File: src/rtl/mac_sequencer.sv
// Dot-product command sequencer: accepts a length, streams operand pairs one at a
// time into an external MAC unit and returns the accumulated fp16 result.
module mac_sequencer #(
    parameter int MAX_LEN = 16,
    parameter int TIMEOUT = 32
) (
    input  logic        clk,
    input  logic        reset,
    input  logic        cmd_valid,
    output logic        cmd_ready,
    input  logic [4:0]  cmd_len,
    input  logic        op_valid,
    output logic        op_ready,
    input  logic [15:0] op_a,
    input  logic [15:0] op_b,
    output logic        pu_start,
    output logic        pu_clear,
    output logic [15:0] pu_a,
    output logic [15:0] pu_b,
    input  logic        pu_ready,
    input  logic [15:0] pu_p,
    output logic        res_valid,
    input  logic        res_ready,
    output logic [15:0] res_data,
    output logic        busy,
    output logic        err,
    input  logic        err_clr
);
    localparam int WD_W = $clog2(TIMEOUT + 1);
    localparam logic [WD_W-1:0] WD_LAST = WD_W'(TIMEOUT - 1);
    localparam logic [WD_W-1:0] WD_ONE  = WD_W'(1);

    typedef enum logic [2:0] {IDLE, CLEAR, WAIT_OP, WAIT_PU, RESULT, ERROR} state_t;

    state_t          state, state_nxt;
    logic [4:0]      len_q, cnt_q;
    logic [WD_W-1:0] wdog_q;
    logic            first_q;
    logic            len_zero, len_bad, last_elem, wd_expire;

    assign len_zero  = (cmd_len == 5'd0);
    assign len_bad   = ({27'd0, cmd_len} > MAX_LEN);
    assign last_elem = ((cnt_q + 5'd1) == len_q);
    // Expiry is flagged on the last allowed cycle so err lands TIMEOUT cycles after pu_start.
    assign wd_expire = (wdog_q == WD_LAST);

    always_ff @(posedge clk or posedge reset) begin
        if (reset) state <= IDLE;
        else       state <= state_nxt;
    end

    always_comb begin
        state_nxt = state;
        cmd_ready = 1'b0;
        op_ready  = 1'b0;
        res_valid = 1'b0;
        pu_clear  = 1'b0;
        pu_start  = 1'b0;
        busy      = 1'b1;
        case (state)
            IDLE: begin
                cmd_ready = 1'b1;
                busy      = 1'b0;
                if (cmd_valid) begin
                    if (len_zero)     state_nxt = RESULT;
                    else if (len_bad) state_nxt = ERROR;
                    else              state_nxt = CLEAR;
                end
            end
            CLEAR: begin
                pu_clear  = 1'b1;
                state_nxt = WAIT_OP;
            end
            WAIT_OP: begin
                op_ready = 1'b1;
                if (op_valid) state_nxt = WAIT_PU;
            end
            WAIT_PU: begin
                pu_start = first_q;
                // A completion in the expiry cycle still wins over the watchdog.
                if (pu_ready)       state_nxt = last_elem ? RESULT : WAIT_OP;
                else if (wd_expire) state_nxt = ERROR;
            end
            RESULT: begin
                res_valid = 1'b1;
                if (res_ready) state_nxt = IDLE;
            end
            ERROR: begin
                busy = 1'b0;
                if (err_clr) state_nxt = IDLE;
            end
            default: state_nxt = IDLE;
        endcase
    end

    always_ff @(posedge clk or posedge reset) begin
        if (reset) begin
            len_q    <= '0;
            cnt_q    <= '0;
            wdog_q   <= '0;
            first_q  <= 1'b0;
            pu_a     <= '0;
            pu_b     <= '0;
            res_data <= '0;
            err      <= 1'b0;
        end else begin
            first_q <= 1'b0;
            case (state)
                IDLE: begin
                    if (cmd_valid) begin
                        len_q <= cmd_len;
                        cnt_q <= '0;
                        if (len_zero)     res_data <= '0;
                        else if (len_bad) err      <= 1'b1;
                    end
                end
                WAIT_OP: begin
                    if (op_valid) begin
                        pu_a    <= op_a;
                        pu_b    <= op_b;
                        wdog_q  <= '0;
                        first_q <= 1'b1;
                    end
                end
                WAIT_PU: begin
                    if (pu_ready) begin
                        cnt_q <= cnt_q + 5'd1;
                        if (last_elem) res_data <= pu_p;
                    end else if (wd_expire) begin
                        err <= 1'b1;
                    end else begin
                        wdog_q <= wdog_q + WD_ONE;
                    end
                end
                ERROR: begin
                    if (err_clr) err <= 1'b0;
                end
                default: ;
            endcase
        end
    end
endmodule

File: config.mk
export PLATFORM = sky130hd
export DESIGN_NAME = mac_sequencer
export DESIGN_NICKNAME = d
export VERILOG_FILES = /design/src/rtl/mac_sequencer.sv
export SDC_FILE = /design/constraint.sdc
export NUM_CORES = 1
export LEC_CHECK = 0
export CORE_ASPECT_RATIO = 1.75
export CORE_UTILIZATION = 45
export CTS_CLUSTER_SIZE = 28
export DETAILED_ROUTE_END_ITERATION = 8
export PLACE_DENSITY = 0.79
export RECOVER_POWER = 25
export SYNTH_ARGS = -nofsm -noshare
export SYNTH_HDL_FRONTEND = slang
export SYNTH_SLANG_ARGS = --single-unit
export TNS_END_PERCENT = 1
File: constraint.sdc
create_clock -name clk -period 2.7 [get_ports clk]
set_input_delay 0.27 -clock clk [delete_from_list [all_inputs] [get_ports clk]]
set_output_delay 0.27 -clock clk [all_outputs]
set_load 0.01 [all_outputs]
==> metrics.txt <==
Ys Warns=0; Worst EP required=2.43 ns; Avg WL per Cell=15.74 µm; Die W=65.96 µm; Worst R2R Setup Slack=0.48 ns; Max Slew Vio Count=0; GPL Wtd Cong=0.7958; clk_lat worst skew=0.33 ns; clock root buffer=clkbuf_16; Hold/Removal Path Class=in2reg; # fillers=547; Vias/cell=5.232; layout cells sized above 1=16.29%; DR iter-0 viols=198; syn_nets=341; htree depth=3; CP startpoint kind=flop; num ports=115; post-synthesis async set-or-reset flop share=100.0%; # rows=40; diode count=0; hpwl dp=5.723 mm; Least-Margin Pin Slew=1.127 ns; Max stage delay on crit path=0.55 ns; number of buffers added on ports=114; CTS Buffer Depth=2; vias in the first global route=2,640; worst vdd ir=0.6843 mV; Worst Path Max Fanout=12; Initial Utilization=46.65%; WP buf/inv=1; Final Hold Violating Endpoints=0; sequential area share after synthesis=53.59%; syn avg cell area=11.63 µm²; TritonCTS clock tree=yes; unrepaired setup endpoints after global routing=no; Post-Syn Area=0.003222 mm²; Clock transition at path regs=0.06 ns; global-route wire length before repair=12.21 mm; Core Box Area=0.006907 mm²; cell family with most CP delay=simple AND/OR/NAND/NOR gates; grt total ovfl=0; ys flop type=dfrtp_1; CTS buffer count=9; Resize count post-CTS=0; Critical-path top delay cell=clkdlybuf4s50_1; worst-path cell chain=nor2b_1 -> and3_1 -> clkdlybuf4s50_1; Mapped Cells=277; die area=0.007515 mm²; # clock sinks=69; Hold-fix buffers, CTS=0; fin nets=458; Tmin final=2.328 ns; initial antenna violation count=0; f_max=429.6 MHz; # Max-Cap Violations=0; leak pwr=2.137 nW; total track usage=22.17%; Die Ht=113.9 µm; commonest non-fill, non-tap cell in the layout=clkdlybuf4s50_1; area of the multi-input gates=0.001355 mm²; endpoints failing setup=0; commonest non-fill, non-tap cells in the layout=113 x clkdlybuf4s50_1, 69 x dfrtp_1, 39 x mux2_2, 25 x nand2_1, 24 x inv_1; post-route ant nets=0; Area Overhead vs Synth=47.96%; final WL=7.603 mm; Tcrit/Tclk final=86.22%; Clock Skews=0.006546 ns; Final Core Density=69.02%; Post-synth EDFFs=0; Worst slew margin=24.78%; pin count of the biggest net entering global routing=43; post-synthesis cell type count=43; Power Density=1052 mW/mm²; Setup CP Type=reg2out; Arrival @ worst endpoint=2.06 ns; Vias=2,527; outcome=finished clean; post-route DRC violation count=0; CP endpoint kind=output port; post-CTS setup buffer count=0; Seq cells post-synth=69; Fin Setup TNS=0 ns; first-pass iteration count of the detailed router=5; Register Area=0.001727 mm²
==> registers in the layout (all words and copies together), names as in the netlist <==
name      flops
wdog_q        6
res_data     16
len_q         5
state         3
first_q       1
err           1
pu_a         16
cnt_q         5
pu_b         16
==> per-stage QoR <==
| step | setup WS [ns] | power [W] | cell area (µm²) | hold slack (ns) | instances |
|---|---|---|---|---|---|
| final | 0.3721 | 0.005014 | 4767 | 0.4820 | 483 |
| after floorplan | 0.6901 | 0.002848 | 3222 | 0.3972 | 277 |
| after global routing | 0.2562 | 0.005305 | 4767 | 0.4950 | 483 |
| after CTS | 0.3676 | 0.005075 | 4767 | 0.3625 | 483 |
| after detailed placement | 0.4329 | 0.003884 | 4466 | 0.4966 | 467 |
| after global placement | 0.4811 | 0.003817 | 4466 | 0.4888 | 467 |
==> worst reg2reg max path, delay by kind of cell, from the launching register on <==
family / cells / cell delay, ns
and+or+nand+nor: 4 / 1.14
DFF: 1 / 0.42
adders and majority gates: 1 / 0.30
muxes: 1 / 0.27
==> power breakdown <==
| part | switching, W | internal [W] | leakage (nW) |
|---|---|---|---|
| Sequential | 0.000307 | 0.00144 | 0.859 |
| Combinational | 0.000877 | 0.00123 | 1.14 |
| Clock | 0.000428 | 0.000735 | 0.140 |
| Total | 0.00161 | 0.00340 | 2.14 |
==> synth_stat cells (2+ instances only) <==
library cell,number,area [µm²]
a21oi_1,7,35.03
o21ai_0,11,55.05
nand2b_1,3,18.77
o22ai_1,2,12.51
nand2_1,25,93.84
and2_1,2,12.51
dfrtp_1,69,1727
mux2i_1,17,170.2
a22o_1,2,17.52
mux2_2,39,439.2
clkbuf_1,5,18.77
nand4_1,4,25.02
nand3b_1,2,15.01
or3_1,4,25.02
inv_1,24,90.09
a211oi_1,2,15.01
and3b_1,2,17.52
nor2_1,8,30.03
nor3_1,4,20.02
xor2_1,4,35.03
xnor2_1,5,43.79
ha_1,4,50.05
nand3_1,6,30.03
nor2b_1,2,12.51
buf_2,5,25.02
a31oi_1,2,12.51
==> worst paths after layout <==
path / from / end / cells past startpoint
min in group asynchronous: reset / err$_DFFE_PP0P_ / 2
max in group asynchronous: reset / res_data[1]$_DFFE_PP0P_ / 3
hold / removal: pu_p[13] / res_data[13]$_DFFE_PP0P_ / 3
setup / recovery: state[1]$_DFFE_PP0P_ / pu_start / 3
setup reg to reg: cnt_q[0]$_DFFE_PP0P_ / res_data[11]$_DFFE_PP0P_ / 6
hold reg to reg: pu_b[6]$_DFFE_PP0P_ / pu_b[6]$_DFFE_PP0P_ / 1
==> logic make-up after synthesis <==
kind of cell               synth area share [%]
and+or+nand+nor                           13.09
xor gates and xnor gates                  2.446
muxes                                     18.91
DFF                                       53.59
adders and majority gates                 1.553
AOI/OAI and AO/OA                         5.903
buffers and inverters                     4.505
==> layout make-up <==
cell class	instances	share of cell area [%]
clock buffer	10	5.013
clock inverter	6	1.312
tap	84	2.205
timing repair buffer	117	24.93
multi-input combinational	173	28.43
sequential	69	36.22
inverter	24	1.890
==> metal layers <==
layer | global-route usage (%) | vias to the layer above | wire (µm)
li1 | - | 1192 | -
met2 | 40.82 | 74 | 4339
met3 | 5.600 | 11 | 312
met1 | 22.43 | 1250 | 2763
met5 | 0 | - | 0
met4 | 10.50 | 0 | 188
Power figures use the tool's default switching activity.
